===== src/rtl/pipeline_hazard_ctrl_if.sv =====
// Hazard-control bundle between the 5-stage pipeline datapath (master) and
// the stall/flush controller (slave).
interface pipeline_hazard_ctrl_if;
  logic [4:0] id_rs1;
  logic [4:0] id_rs2;
  logic       id_use_rs1;
  logic       id_use_rs2;
  logic       ex_memread;
  logic [4:0] ex_rd;
  logic       mem_branch;
  logic       mem_zero;
  logic       mem_jump;
  logic       mem_access;
  logic       dmem_ready;

  logic       pc_en;
  logic       if_id_en;
  logic       id_ex_en;
  logic       ex_mem_en;
  logic       mem_wb_en;
  logic       if_id_flush;
  logic       id_ex_flush;
  logic       ex_mem_flush;
  logic       pc_redirect;

  modport master (
    output id_rs1, id_rs2, id_use_rs1, id_use_rs2, ex_memread, ex_rd,
           mem_branch, mem_zero, mem_jump, mem_access, dmem_ready,
    input  pc_en, if_id_en, id_ex_en, ex_mem_en, mem_wb_en,
           if_id_flush, id_ex_flush, ex_mem_flush, pc_redirect
  );

  modport slave (
    input  id_rs1, id_rs2, id_use_rs1, id_use_rs2, ex_memread, ex_rd,
           mem_branch, mem_zero, mem_jump, mem_access, dmem_ready,
    output pc_en, if_id_en, id_ex_en, ex_mem_en, mem_wb_en,
           if_id_flush, id_ex_flush, ex_mem_flush, pc_redirect
  );
endinterface


===== src/rtl/pipeline_hazard_ctrl.sv =====
// Central stall/flush controller: load-use bubbles, MEM-stage redirects and
// bounded data-memory waits, with a saturating stall-cycle counter.
module pipeline_hazard_ctrl #(
  parameter int unsigned MEM_TIMEOUT = 16,
  parameter int unsigned CNT_W       = 32
) (
  input  logic                  i_clk,
  input  logic                  i_rst,
  pipeline_hazard_ctrl_if.slave bus,
  output logic                  o_mem_err,
  output logic [CNT_W-1:0]      o_stall_cnt
);

  localparam int unsigned WaitW = $clog2(MEM_TIMEOUT + 1);
  localparam logic [WaitW-1:0] TimeoutVal = WaitW'(MEM_TIMEOUT);

  typedef enum logic {StRun, StMemWait} state_e;

  state_e           r_state;
  state_e           w_state_d;
  logic [WaitW-1:0] r_wait_cnt;
  logic [WaitW-1:0] w_wait_cnt_d;
  logic             r_mem_err;
  logic             w_mem_err_set;
  logic [CNT_W-1:0] r_stall_cnt;

  logic w_redirect;
  logic w_load_use;
  logic w_miss;
  logic w_freeze;

  assign w_redirect = bus.mem_jump | (bus.mem_branch & bus.mem_zero);
  assign w_load_use = bus.ex_memread & (bus.ex_rd != 5'd0) &
                      ((bus.id_use_rs1 & (bus.id_rs1 == bus.ex_rd)) |
                       (bus.id_use_rs2 & (bus.id_rs2 == bus.ex_rd)));
  assign w_miss     = bus.mem_access & ~bus.dmem_ready;

  // State register
  always_ff @(posedge i_clk) begin
    if (i_rst) begin
      r_state     <= StRun;
      r_wait_cnt  <= '0;
      r_mem_err   <= 1'b0;
      r_stall_cnt <= '0;
    end else begin
      r_state    <= w_state_d;
      r_wait_cnt <= w_wait_cnt_d;
      r_mem_err  <= r_mem_err | w_mem_err_set;
      if (!bus.pc_en && (r_stall_cnt != {CNT_W{1'b1}})) begin
        r_stall_cnt <= r_stall_cnt + 1'b1;
      end
    end
  end

  // Next-state logic
  always_comb begin
    w_state_d     = r_state;
    w_wait_cnt_d  = r_wait_cnt;
    w_mem_err_set = 1'b0;
    unique case (r_state)
      StRun: begin
        if (w_miss) begin
          w_state_d    = StMemWait;
          w_wait_cnt_d = WaitW'(1);
        end
      end
      StMemWait: begin
        if (bus.dmem_ready) begin
          w_state_d    = StRun;
          w_wait_cnt_d = '0;
        end else if (r_wait_cnt == TimeoutVal) begin
          w_state_d     = StRun;
          w_wait_cnt_d  = '0;
          w_mem_err_set = 1'b1;
        end else begin
          w_wait_cnt_d = r_wait_cnt + 1'b1;
        end
      end
      default: w_state_d = StRun;
    endcase
  end

  // Release cycles fall through to the RUN priority with miss masked off.
  assign w_freeze = (r_state == StRun) ? w_miss
                                       : (~bus.dmem_ready & (r_wait_cnt != TimeoutVal));

  // Output logic
  always_comb begin
    bus.pc_en        = 1'b1;
    bus.if_id_en     = 1'b1;
    bus.id_ex_en     = 1'b1;
    bus.ex_mem_en    = 1'b1;
    bus.mem_wb_en    = 1'b1;
    bus.if_id_flush  = 1'b0;
    bus.id_ex_flush  = 1'b0;
    bus.ex_mem_flush = 1'b0;
    bus.pc_redirect  = 1'b0;
    if (i_rst || w_freeze) begin
      bus.pc_en     = 1'b0;
      bus.if_id_en  = 1'b0;
      bus.id_ex_en  = 1'b0;
      bus.ex_mem_en = 1'b0;
      bus.mem_wb_en = 1'b0;
    end else if (w_redirect) begin
      bus.pc_redirect  = 1'b1;
      bus.if_id_flush  = 1'b1;
      bus.id_ex_flush  = 1'b1;
      bus.ex_mem_flush = 1'b1;
    end else if (w_load_use) begin
      bus.pc_en       = 1'b0;
      bus.if_id_en    = 1'b0;
      bus.id_ex_flush = 1'b1;
    end
  end

  assign o_mem_err   = r_mem_err;
  assign o_stall_cnt = r_stall_cnt;

endmodule


===== src/flat_wrapper.sv =====
// flat-port wrapper written by rule: the top's interface ports become plain ports
module pipeline_hazard_ctrl_flat 
#(
  parameter int unsigned MEM_TIMEOUT = 16,
  parameter int unsigned CNT_W       = 32
)
  (i_clk, i_rst, o_mem_err, o_stall_cnt, bus_id_rs1, bus_id_rs2, bus_id_use_rs1, bus_id_use_rs2, bus_ex_memread, bus_ex_rd, bus_mem_branch, bus_mem_zero, bus_mem_jump, bus_mem_access, bus_dmem_ready, bus_pc_en, bus_if_id_en, bus_id_ex_en, bus_ex_mem_en, bus_mem_wb_en, bus_if_id_flush, bus_id_ex_flush, bus_ex_mem_flush, bus_pc_redirect);
  pipeline_hazard_ctrl_if bus_i ();
  input  logic i_clk;
  input  logic i_rst;
  output logic o_mem_err;
  output logic [CNT_W-1:0] o_stall_cnt;
  input wire logic [$bits(bus_i.id_rs1)-1:0] bus_id_rs1;
  input wire logic [$bits(bus_i.id_rs2)-1:0] bus_id_rs2;
  input wire logic [$bits(bus_i.id_use_rs1)-1:0] bus_id_use_rs1;
  input wire logic [$bits(bus_i.id_use_rs2)-1:0] bus_id_use_rs2;
  input wire logic [$bits(bus_i.ex_memread)-1:0] bus_ex_memread;
  input wire logic [$bits(bus_i.ex_rd)-1:0] bus_ex_rd;
  input wire logic [$bits(bus_i.mem_branch)-1:0] bus_mem_branch;
  input wire logic [$bits(bus_i.mem_zero)-1:0] bus_mem_zero;
  input wire logic [$bits(bus_i.mem_jump)-1:0] bus_mem_jump;
  input wire logic [$bits(bus_i.mem_access)-1:0] bus_mem_access;
  input wire logic [$bits(bus_i.dmem_ready)-1:0] bus_dmem_ready;
  output wire logic [$bits(bus_i.pc_en)-1:0] bus_pc_en;
  output wire logic [$bits(bus_i.if_id_en)-1:0] bus_if_id_en;
  output wire logic [$bits(bus_i.id_ex_en)-1:0] bus_id_ex_en;
  output wire logic [$bits(bus_i.ex_mem_en)-1:0] bus_ex_mem_en;
  output wire logic [$bits(bus_i.mem_wb_en)-1:0] bus_mem_wb_en;
  output wire logic [$bits(bus_i.if_id_flush)-1:0] bus_if_id_flush;
  output wire logic [$bits(bus_i.id_ex_flush)-1:0] bus_id_ex_flush;
  output wire logic [$bits(bus_i.ex_mem_flush)-1:0] bus_ex_mem_flush;
  output wire logic [$bits(bus_i.pc_redirect)-1:0] bus_pc_redirect;
  assign bus_i.id_rs1 = bus_id_rs1;
  assign bus_i.id_rs2 = bus_id_rs2;
  assign bus_i.id_use_rs1 = bus_id_use_rs1;
  assign bus_i.id_use_rs2 = bus_id_use_rs2;
  assign bus_i.ex_memread = bus_ex_memread;
  assign bus_i.ex_rd = bus_ex_rd;
  assign bus_i.mem_branch = bus_mem_branch;
  assign bus_i.mem_zero = bus_mem_zero;
  assign bus_i.mem_jump = bus_mem_jump;
  assign bus_i.mem_access = bus_mem_access;
  assign bus_i.dmem_ready = bus_dmem_ready;
  assign bus_pc_en = bus_i.pc_en;
  assign bus_if_id_en = bus_i.if_id_en;
  assign bus_id_ex_en = bus_i.id_ex_en;
  assign bus_ex_mem_en = bus_i.ex_mem_en;
  assign bus_mem_wb_en = bus_i.mem_wb_en;
  assign bus_if_id_flush = bus_i.if_id_flush;
  assign bus_id_ex_flush = bus_i.id_ex_flush;
  assign bus_ex_mem_flush = bus_i.ex_mem_flush;
  assign bus_pc_redirect = bus_i.pc_redirect;
  pipeline_hazard_ctrl #(.MEM_TIMEOUT(MEM_TIMEOUT), .CNT_W(CNT_W)) u_core (.i_clk(i_clk), .i_rst(i_rst), .bus(bus_i), .o_mem_err(o_mem_err), .o_stall_cnt(o_stall_cnt));
endmodule

===== config.mk =====
export PLATFORM = sky130hd
export DESIGN_NAME = pipeline_hazard_ctrl_flat
export DESIGN_NICKNAME = d
export VERILOG_FILES = /design/src/rtl/pipeline_hazard_ctrl_if.sv /design/src/rtl/pipeline_hazard_ctrl.sv /design/src/flat_wrapper.sv
export SDC_FILE = /design/constraint.sdc
export NUM_CORES = 1
export LEC_CHECK = 0
export CAP_MARGIN = 20
export CORE_ASPECT_RATIO = 1.4
export CORE_MARGIN = 2
export CORE_UTILIZATION = 47
export DETAILED_ROUTE_END_ITERATION = 6
export GPL_TIMING_DRIVEN = 0
export PLACE_DENSITY = 0.88
export SKIP_LAST_GASP = 1
export SLEW_MARGIN = 40
export SYNTH_ARGS = -nofsm -noshare
export SYNTH_HDL_FRONTEND = slang
export SYNTH_SLANG_ARGS = --single-unit

===== constraint.sdc =====
create_clock -name i_clk -period 3.9 [get_ports i_clk]
set_input_delay 1.17 -clock i_clk [delete_from_list [all_inputs] [get_ports i_clk]]
set_output_delay 1.17 -clock i_clk [all_outputs]
set_load 0.02 [all_outputs]

## Word level (Yosys, flattened, before mapping)

Index checks and enable logic that the tools add are counted.

- Logic and storage cells: 49
- Input port bits: 25
- Flip-flop bits (word level): 39
- Output and inout port bits: 42

- Mux-type cells: 21
- Eq/ne operators: 6
- Bitwise gates (word level): 12
- Reduce and logical (&&, ||, !) cells: 4
- Add/subtract/negate cells: 2

Operators by type and width:

| operator | number |
|---|---|
| 32-bit by 1-bit adder with 32-bit output (second input constant) | 1 |
| 32-bit inequality test (second input constant) | 1 |
| 1-bit 2-to-1 mux | 16 |
| 5-bit 2-to-1 mux | 3 |
| 5-bit == test | 2 |
| 5-bit case mux with 2 select lines | 1 |
| 1-bit AND | 7 |
| 5-bit by 1-bit adder with 5-bit output (second input constant) | 1 |
| 5-bit == test (second input constant) | 1 |
| 5-bit inequality test (second input constant) | 1 |
| 5-bit nonzero test | 1 |
| 1-bit OR | 3 |
| 2-bit by 1-bit inequality test with 1-bit output (second input constant) | 1 |
| 1-bit NOT | 2 |
| 1-bit case mux with 2 select lines | 1 |
| 1-bit logical AND | 1 |
| 1-bit zero test | 1 |
| 1-bit logical OR | 1 |

## Logic depth before layout (Yosys ltp)

Gate-level depths: netlist (run 1).

- Depth after elaboration: 9
- Mapped depth: 11
- Mapped depth without buffers: 9

## Worst setup path after synthesis (run 1)

OpenSTA, ideal clock, no wires.

- Path kind: input-to-output
- Start: in bus_ex_rd[0]
- End: out bus_pc_en
- Path slack: 0.096 ns
- Stages on the path: 6
- Data required time: 2.730 ns
- Path buffers: 2
- Arrival time: 2.634 ns
- Cells stage by stage: or4_1 -> o21a_1 -> a31o_4 -> buf_2 -> inv_1 -> buf_4

- Longest elaborated chain between the ends: 7
- Elaborated cells on any way between the ends: 11
- Those cells by class: eq/ne (2); mux (3); bitwise (5); reduce/logical (1)

RTL lines:

| element | line | source |
|---|---|---|
| from (decl) | flat_wrapper.sv:18 | `input wire logic [$bits(bus_i.ex_rd)-1:0] bus_ex_rd;` |
| 5-bit == test, on equally long branches | pipeline_hazard_ctrl.sv:34, pipeline_hazard_ctrl.sv:35 |  |
| 1-bit AND, on equally long branches | pipeline_hazard_ctrl.sv:34, pipeline_hazard_ctrl.sv:35 |  |
| 1-bit OR | pipeline_hazard_ctrl.sv:34 | `((bus.id_use_rs1 & (bus.id_rs1 == bus.ex_rd)) \|` |
| 1-bit AND (*) | pipeline_hazard_ctrl.sv:33 | `assign w_load_use = bus.ex_memread & (bus.ex_rd != 5'd0) &` |
| 1-bit 2-to-1 mux (*) (3 in series) | -- |  |
| to (decl) | flat_wrapper.sv:24 | `output wire logic [$bits(bus_i.pc_en)-1:0] bus_pc_en;` |

Mark *: on every way between the ends. The rest lies on a longest branch, timed or not.

## Final worst setup path (run 1)

- Start: in bus_ex_rd[4]
- End: out bus_pc_en

- Longest elaborated chain between the ends: 7
- Elaborated cells on any way between the ends: 11
- Those cells by class: eq/ne (2); mux (3); bitwise (5); reduce/logical (1)

RTL lines:

| element | line | source |
|---|---|---|
| 5-bit == test, on equally long branches | pipeline_hazard_ctrl.sv:34, pipeline_hazard_ctrl.sv:35 |  |
| 1-bit AND, on equally long branches | pipeline_hazard_ctrl.sv:34, pipeline_hazard_ctrl.sv:35 |  |
| 1-bit OR | pipeline_hazard_ctrl.sv:34 |  |
| 1-bit AND (*) | pipeline_hazard_ctrl.sv:33 |  |
| 1-bit 2-to-1 mux (*) | pipeline_hazard_ctrl.sv:109 | `end else if (w_load_use) begin` |
| 1-bit 2-to-1 mux (*) | pipeline_hazard_ctrl.sv:104 | `end else if (w_redirect) begin` |
| 1-bit 2-to-1 mux (*) | pipeline_hazard_ctrl.sv:98 | `if (i_rst \|\| w_freeze) begin` |

Marks and branches as above.

==> impl_metrics.json, run 1 <==
{
  "status": "completed",
  "p_int_w": 0.000649,
  "cts_max_level": 2,
  "yosysWarnings": 0,
  "preCtsSetupSlack_ns": -0.929,
  "syn_area_per_cell_sq_um": 8.24,
  "synth_fa_ha_area_share_pct": 1.73,
  "syn_to_final_growth_pct": 38.5,
  "cp.arrival_ns": 2.69,
  "drt-total-wl_um": 5660,
  "worstSetupEndpointType": "output pin",
  "switchingPower_w": 0.000201,
  "synth_ff_type": "dfxtp_1",
  "grt_start_max_net_pins": 14,
  "synthCells": 263,
  "slew_viol_final": 0,
  "hold_slack_ns": 0.508,
  "vias_per_cell": 5.52,
  "ys_seq_area_share_pct": 36.0,
  "ir_drop_mv": 0.182,
  "critPathKind": "input pin to output pin",
  "pin_count": 67,
  "p_leak_nw": 1.10,
  "routedWlPerCell_um": 14.2,
  "p_clk_share_pct": 37.8,
  "dr.first_iter.drc_count": 121,
  "worstPathMaxFanout": 3,
  "ant_nets": 0,
  "fmax_mhz": 259,
  "synthMuxAreaShare_pct": 0.982,
  "cts_buffers": 5,
  "die_h_um": 84.3,
  "holdCritStartpoint": "u_core.o_stall_cnt[1]",
  "power_frac_comb_pct": 14.2,
  "finalCritPeriodShare_pct": 98.9,
  "fin_nets": 364,
  "cp-start-kind": "input pin",
  "core-area_sq_mm": 0.00450,
  "synth_edf_count": 0,
  "overflow": 0,
  "dp_cells": 391,
  "cellPowerDensity_mw_per_mm2": 283,
  "grt_pass1_wl_um": 9270,
  "layout_commonest_cell": "clkdlybuf4s50_1",
  "clockBufferDepth": 2,
  "final-hold-violation-count": 0,
  "worst_hold_path.endpoint": "u_core.o_stall_cnt[1]",
  "worstRegToRegCells": 10,
  "path_clk_slew_ns": 0.07,
  "n_antenna_cell": 0,
  "synth_compound_area_share_pct": 7.56,
  "ys_top_cells_by_area": "dfxtp_1 36%, xor2_1 10%, nor2_1 7.1%",
  "io_buffers": 66,
  "final_cell_mix": "51 x clkdlybuf4s50_1, 40 x nor2_1, 39 x dfxtp_1",
  "timing.rr.end": "u_core.o_stall_cnt[31]",
  "synth-simple-area-share_pct": 32.6,
  "yosysTopAreaCellShare_pct": 36.0,
  "cts_tree": "yes",
  "grt_pass1_vias": 2078,
  "gp_congestion": 0.891,
  "routed-via-count": 2197,
  "synth_top_family_by_area": "simple AND/OR/NAND/NOR gates",
  "layout.cells.non_filler": 398,
  "worstHoldPathType": "register to register",
  "globalRouteTotalUtil_pct": 23.2,
  "holdPathStages": 2,
  "rows": 29,
  "layout-drive-gt1-share_pct": 9.23,
  "cts_root_buf": "clkbuf_8",
  "tightestPinTransition_ns": 0.516,
  "clkSinkCount": 39,
  "first_pass_iters": 4,
  "syn-cell-area_sq_mm": 0.00217,
  "reg2reg_slack_ns": 1.10,
  "yosys_register_bits": 39,
  "min_period_ns": 3.86,
  "finalPower_w": 0.000850,
  "swShare_pct": 23.6,
  "synthArstFlopShare_pct": 0,
  "insertion_delay_ns": 0.29,
  "yosys.area_share.xor_xnor_pct": 15.4,
  "dieArea_sq_mm": 0.00518,
  "drc": 0,
  "maxCapViolCount": 0,
  "seqPwrFrac_pct": 48.0,
  "r2r_start": "u_core.r_wait_cnt[0]",
  "rsz0062_at_grt": "false",
  "synth_nets": 291,
  "dieWidth_um": 61.4,
  "place_hpwl_um": 4110,
  "setup_violations": 0,
  "fin_skew_ns": 0.00821,
  "synth_top_cell_by_area": "dfxtp_1",
  "slew_headroom_pct": 65.6,
  "ctsHoldBuffers": 0,
  "ys_types": 43,
  "start_util_pct": 48.2,
  "antenna_found_initial": 0,
  "cp_data_required_time_ns": 2.73,
  "fin_ws_ns": 0.0446
}
==> worst max-delay path: stages <==
cell	delay (ns)
clkdlybuf4s15_1	0.22
or4_1	0.55
o21a_1	0.22
a31o_4	0.24
inv_1	0.07
buf_4	0.10
buf_4	0.12
==> layout make-up <==
cell class              count  area (sq um)
fillers                   402          1500
multi-input cells         198          1270
flip-flops and latches     39           781
repair buffers             67           651
plain buffers              16          86.3
well taps                  62          77.6
clock buffers               6          72.6
inverters                   9          33.8
clock inverters             1          30.0
==> how the worst max path moves through the flow <==
stage / from / slack (ns) / endpoint
floorplan: bus_ex_rd[0] / 0.1 / bus_pc_en
global placement: bus_ex_rd[0] / -0.90 / bus_pc_en
detailed placement: bus_ex_rd[0] / -0.93 / bus_pc_en
CTS: bus_ex_rd[0] / -0.01 / bus_pc_en
global route: bus_ex_rd[4] / 0.0003 / bus_pc_en
finish: bus_ex_rd[4] / 0.04 / bus_pc_en
==> synthesized netlist by cell type (3+ instances only) <==
master and count:
nor2_1 41, nand4_1 13, dfxtp_1 39, inv_1 9, nand3_1 26, and3_1 11, nor4_1 6, buf_4 5
clkbuf_1 4, ha_1 3, a21oi_1 6, nor3_1 6, xnor2_1 13, and4_1 4, nand2_1 13, buf_2 7
xor2_1 25
==> sequential cells by signal, indices dropped and copies added (netlist names) <==
signal and cells:
u_core.o_mem_err 1, u_core.o_stall_cnt 32, u_core.r_wait_cnt 5, u_core.r_state 1
==> metrics by stage <==
| step | setup TNS (ns) | utilization [%] | cell area (sq um) |
|---|---|---|---|
| 5_1_grt | 0 | 66.7 | 3000 |
| 2_1_floorplan | 0 | - | 2170 |
| 3_3_place_gp | -3.97 | 64.6 | 2910 |
| 3_5_place_dp | -4.13 | 64.6 | 2910 |
| 4_1_cts | -0.0117 | 66.4 | 2990 |
| 6_report | 0 | 66.7 | 3000 |
==> power by group through the flow <==
stage	Sequential [W]	Combinational [W]	Clock [W]
after global routing	0.000408	0.000131	0.000345
after global placement	0.000417	0.000122	0
final	0.000408	0.000120	0.000321
after floorplan	0.000420	0.0000604	0
after detailed placement	0.000417	0.000124	0
after CTS	0.000408	0.000119	0.000324
==> repair_timing <==
item / CTS / global route
gates resized for setup: 22 / 9
pin swaps: 1 / 3
buffers inserted: 1 / 0
endpoints found under the setup margin: 9 / 5
==> layer usage <==
metal  global-route usage, %  wire length, um  vias up
met5                       0                0        -
met3                    6.47              379       15
met2                    37.7             2920       92
met4                    11.8              133        0
li1                        -                -     1066
met1                    26.9             2220     1024
==> cell families (layout without fill, tap and decap cells) <==
logic type,after synthesis,after routing
AOI/OAI and AO/OA,22,22
and+or+nand+nor,133,133
DFF,39,39
adders and majority gates,3,3
muxes,2,2
buffers and inverters,26,99
xor gates and xnor gates,38,38
No activity file was read; power rests on OpenSTA's default activity.
==> run 2, diff against run 1 <==
--- a/config.mk
+++ b/config.mk
@@ -7,7 +7,7 @@
 export LEC_CHECK = 0
 export CAP_MARGIN = 20
 export CORE_ASPECT_RATIO = 1.4
-export CORE_MARGIN = 2
+export CORE_MARGIN = 10
 export CORE_UTILIZATION = 47
 export DETAILED_ROUTE_END_ITERATION = 6
 export GPL_TIMING_DRIVEN = 0
==> run 2 against run 1 <==
Worst hold slack worse by 0.016 ns. Cell count rose by 0.25%. Combinational power is essentially flat. Total power fell by 6.2%. Wire length is 5.5% higher. Global-route usage decreased by 8.1 points. Sequential power barely moved. Clock-buffer cell count did not move. Register-to-register slack gained 0.17 ns. Flip-flop and latch count did not move.
==> impl_metrics.json, run 2 (synthesized netlist as in run 1, its figures left out) <==
{
  "grt_use_met2_pct": 27.1,
  "finalCritPeriodShare_pct": 99.6,
  "die_h_um": 100,
  "path_clk_slew_ns": 0.07,
  "cp-start-kind": "input pin",
  "slew_viol_final": 0,
  "grt_pass1_vias": 2151,
  "worstRegToRegCells": 10,
  "final_cell_mix": "52 x clkdlybuf4s50_1, 40 x nor2_1, 39 x dfxtp_1",
  "n_antenna_cell": 0,
  "insertion_delay_ns": 0.30,
  "cp_data_required_time_ns": 2.73,
  "routedWlPerCell_um": 15.0,
  "grt_pass1_wl_um": 9860,
  "tightestPinTransition_ns": 0.507,
  "fin_nets": 364,
  "worst_hold_path.endpoint": "u_core.o_mem_err",
  "p_clk_share_pct": 33.9,
  "syn_to_final_growth_pct": 37.4,
  "rsz0062_at_grt": "true",
  "timing.rr.end": "u_core.o_stall_cnt[31]",
  "place_hpwl_um": 4710,
  "start_util_pct": 48.2,
  "grt_start_max_net_pins": 14,
  "worstHoldPathType": "register to register",
  "rows": 29,
  "worstPathMaxFanout": 3,
  "p_int_w": 0.000586,
  "drt-total-wl_um": 5970,
  "holdPathStages": 2,
  "antenna_found_initial": 0,
  "globalRouteMet1Util_pct": 15.3,
  "globalRouteTotalUtil_pct": 15.1,
  "maxCapViolCount": 0,
  "reg2reg_slack_ns": 1.27,
  "ir_drop_mv": 0.210,
  "layout_commonest_cell": "clkdlybuf4s50_1",
  "core-area_sq_mm": 0.00450,
  "overflow": 0,
  "fin_ws_ns": 0.0160,
  "critPathKind": "input pin to output pin",
  "cts_max_level": 2,
  "drc": 0,
  "cellPowerDensity_mw_per_mm2": 268,
  "final-hold-violation-count": 0,
  "power_frac_comb_pct": 14.9,
  "worstSetupEndpointType": "output pin",
  "cp.arrival_ns": 2.71,
  "io_buffers": 66,
  "cts_buffers": 5,
  "largest_reg_flops": 32,
  "cts_root_buf": "clkbuf_8",
  "setup_violations": 0,
  "cts_tree": "yes",
  "slew_headroom_pct": 66.2,
  "layout-drive-gt1-share_pct": 9.20,
  "finalPower_w": 0.000797,
  "p_leak_nw": 1.10,
  "r2r_start": "u_core.r_wait_cnt[0]",
  "busiest_layer": "met2",
  "first_pass_iters": 5,
  "switchingPower_w": 0.000211,
  "dieArea_sq_mm": 0.00777,
  "ant_nets": 0,
  "swShare_pct": 26.5,
  "dr.first_iter.drc_count": 154,
  "clockBufferDepth": 2,
  "min_period_ns": 3.88,
  "met3_usage_pct": 5.81,
  "status": "completed",
  "gp_congestion": 0.902,
  "pin_count": 67,
  "dieWidth_um": 77.4,
  "fin_skew_ns": 0.00639,
  "seqPwrFrac_pct": 51.2,
  "preCtsSetupSlack_ns": -0.911,
  "clkSinkCount": 39,
  "holdCritStartpoint": "u_core.o_mem_err",
  "fmax_mhz": 257,
  "routed-via-count": 2163,
  "vias_per_cell": 5.42
}
run 2: changes by cell type in the layout (fill, tap and decap cells not counted), sizes merged:
cell           before  now
buf                15   16
bufinv              1    0
clkbuf             11   10
clkdlybuf4s15       4    0
clkdlybuf4s50      51   52
clkinv              0    1
clkinvlp            0    1
dlygate4sd2         7   10
run 2: power groups by stage:
stage,registers (W),clock network [W],logic [W]
floorplan,0.000420,0,0.0000604
global placement,0.000417,0,0.000123
detailed placement,0.000417,0,0.000125
CTS,0.000408,0.000275,0.000120
global route,0.000409,0.000290,0.000129
finish,0.000408,0.000271,0.000119
run 2: cell type report:
class / instances / area [sq um]
Tap cell: 62 / 77.6
Clock inverter: 2 / 12.5
Clock buffer: 6 / 72.6
Inverter: 9 / 33.8
Multi-Input combinational cell: 198 / 1270
Fill cell: 403 / 1520
Sequential cell: 39 / 781
Timing Repair Buffer: 67 / 643
Buffer: 16 / 86.3
run 2: metal layers:
layer / vias to the layer above / wire length, um
li1: 1066 / -
met1: 992 / 2290
met2: 87 / 2990
met3: 18 / 499
met4: 0 / 192
met5: - / 0
run 2: worst max-delay path: stages:
cell and delay (ns):
dlygate4sd2_1 0.27, or4_1 0.53, o21a_1 0.21, a31o_4 0.23, inv_1 0.07, buf_4 0.09
buf_2 0.15
run 2: worst max-delay path by stage:
| stage | slack, ns | to | cells past startpoint | startpoint |
|---|---|---|---|---|
| after floorplan | 0.1 | bus_pc_en | 6 | bus_ex_rd[0] |
| after global placement | -0.91 | bus_pc_en | 8 | bus_ex_rd[0] |
| after detailed placement | -0.91 | bus_pc_en | 8 | bus_ex_rd[0] |
| after CTS | -0.08 | bus_pc_en | 7 | bus_ex_rd[4] |
| after global routing | -0.04 | bus_pc_en | 7 | bus_ex_rd[3] |
| final | 0.02 | bus_pc_en | 7 | bus_ex_rd[0] |
run 2: stage by stage:
step	TNS, ns	util, %	cells	hold slack (ns)	area (sq um)
finish	0	66.2	399	0.492	2980
CTS	-0.0855	66.2	399	0.490	2980
floorplan	0	-	263	0.452	2170
global route	-0.0408	66.2	399	0.540	2980
detailed placement	-4.24	64.6	391	0.459	2910
global placement	-4.03	64.6	391	0.462	2910
run 2: repair_timing:
item / CTS / global route
pin swaps: 1 / 1
endpoints found under the setup margin: 9 / 5
buffers inserted: 1 / 0
hold buffers: 0 / 0
resized for setup: 22 / 3
==> run 3, diff against run 2 <==
--- a/config.mk
+++ b/config.mk
@@ -5,9 +5,7 @@
 export SDC_FILE = /design/constraint.sdc
 export NUM_CORES = 1
 export LEC_CHECK = 0
-export CAP_MARGIN = 20
 export CORE_ASPECT_RATIO = 1.4
-export CORE_MARGIN = 10
 export CORE_UTILIZATION = 47
 export DETAILED_ROUTE_END_ITERATION = 6
 export GPL_TIMING_DRIVEN = 0
==> constraint.sdc (replaced) <==
create_clock -name i_clk -period 5 [get_ports i_clk]
set_input_delay 1.5 -clock i_clk [delete_from_list [all_inputs] [get_ports i_clk]]
set_output_delay 1.5 -clock i_clk [all_outputs]
set_load 0.02 [all_outputs]
==> run 3 against run 2 <==
Total power down 17%. Utilization up 4.4 points. Flip-flop and latch count unchanged. Highest routed layer unchanged.
==> impl_metrics.json, run 3 (synthesized netlist as in run 1, its figures left out) <==
{
  "n_antenna_cell": 0,
  "hold_slack_ns": 0.491,
  "clkSinkCount": 39,
  "cts_buffers": 5,
  "maxCapViolCount": 0,
  "vias_per_cell": 5.28,
  "first_pass_iters": 4,
  "min_period_ns": 4.89,
  "worstPathMaxFanout": 6,
  "ant_nets": 0,
  "core-area_sq_mm": 0.00431,
  "dr.first_iter.drc_count": 111,
  "io_buffers": 66,
  "status": "completed",
  "syn_to_final_growth_pct": 40.3,
  "worstSetupEndpointType": "output pin",
  "cts_root_buf": "clkbuf_8",
  "layout_commonest_cell": "clkdlybuf4s50_1",
  "critPathKind": "input pin to output pin",
  "insertion_delay_ns": 0.30,
  "final_cell_mix": "62 x clkdlybuf4s50_1, 40 x nor2_1, 39 x dfxtp_1",
  "layout-drive-gt1-share_pct": 9.41,
  "dieArea_sq_mm": 0.00489,
  "cp_data_required_time_ns": 3.50,
  "antenna_found_initial": 0,
  "tightestPinTransition_ns": 0.441,
  "overflow": 0,
  "start_util_pct": 50.3,
  "cellPowerDensity_mw_per_mm2": 216,
  "p_leak_nw": 1.11,
  "fin_nets": 367,
  "drc": 0,
  "slew_viol_final": 0,
  "fmax_mhz": 205,
  "globalRouteTotalUtil_pct": 23.2,
  "r2r_start": "u_core.r_wait_cnt[0]",
  "rows": 28,
  "dieWidth_um": 59.4,
  "cp.arrival_ns": 3.39,
  "multi_input_area_sq_mm": 0.00126,
  "finalPower_w": 0.000657,
  "drt-total-wl_um": 5280,
  "grt_pass1_vias": 1979,
  "setup_violations": 0,
  "routed-via-count": 2111,
  "largest_reg_flops": 32,
  "routedWlPerCell_um": 13.2,
  "slew_headroom_pct": 70.3,
  "seq_area_sq_um": 781,
  "place_hpwl_um": 3910,
  "ctsHoldBuffers": 0,
  "rsz0062_at_grt": "false",
  "cts_max_level": 2,
  "grt_start_max_net_pins": 15,
  "cts_tree": "yes",
  "final-hold-violation-count": 0,
  "cp-start-kind": "input pin",
  "path_clk_slew_ns": 0.07,
  "die_h_um": 82.3,
  "holdCritStartpoint": "u_core.o_mem_err",
  "grt_pass1_wl_um": 8570,
  "final.fill_count": 337,
  "crit_start": "bus_ex_rd[0]",
  "clockBufferDepth": 2,
  "gp_congestion": 0.906,
  "fin_skew_ns": 0.00784,
  "finalCritPeriodShare_pct": 97.8,
  "pin_count": 67,
  "worstHoldPathType": "register to register",
  "ir_drop_mv": 0.119
}
## run 3: timing repair
item,in CTS,in global routing
gates resized for setup,5,3
buffers inserted,0,4
endpoints found under the setup margin,4,5
pin swaps,0,1
## run 3: per-stage QoR
step	setup WS [ns]	TNS, ns	instance area, sq um	util (%)	std cells
CTS	0.0258	0	3000	69.7	396
global route	0.0423	0	3040	70.6	400
detailed placement	-0.464	-0.863	2900	67.4	389
floorplan	0.536	0	2170	-	263
finish	0.111	0	3040	70.6	400
global placement	-0.452	-0.820	2900	67.4	389
## run 3: cell type report
cell class | instances | area share [%]
Clock inverter | 1 | 0.247
Sequential cell | 39 | 25.7
Multi-Input combinational cell | 198 | 41.6
Tap cell | 60 | 2.47
Clock buffer | 7 | 3.17
Timing Repair Buffer | 70 | 22.9
Buffer | 16 | 2.84
Inverter | 9 | 1.11
## run 3: worst paths after layout
path                                  to  slack, ns  cells after the start
setup reg to reg  u_core.o_stall_cnt[31]       2.42                     10
setup / recovery               bus_pc_en       0.11                      7
hold / removal          u_core.o_mem_err       0.49                      2
hold reg to reg         u_core.o_mem_err       0.49                      2
## run 3: report_power, final
| part | switching, W | internal (W) | leakage, nW |
|---|---|---|---|
| registers | 0.00000404 | 0.000314 | 0.315 |
| clock network | 0.000116 | 0.000125 | 0.0505 |
| logic | 0.0000464 | 0.0000521 | 0.743 |
## run 3: worst max-delay path: stages
cell and delay (ns):
clkdlybuf4s50_1 0.47, or4_1 0.54, o21a_1 0.21, a31o_4 0.25
inv_1 0.07, buf_4 0.10, clkdlybuf4s15_2 0.24
## run 3: per-layer routing
layer	routed length [um]	part of all wire, %	track usage (%)	vias to the layer above
met5	0	0	0	-
met4	76	1.4	11.7	0
met3	331	6.3	7.48	7
met2	2680	51	39.4	72
met1	2200	42	25.6	960
li1	-	-	-	1072
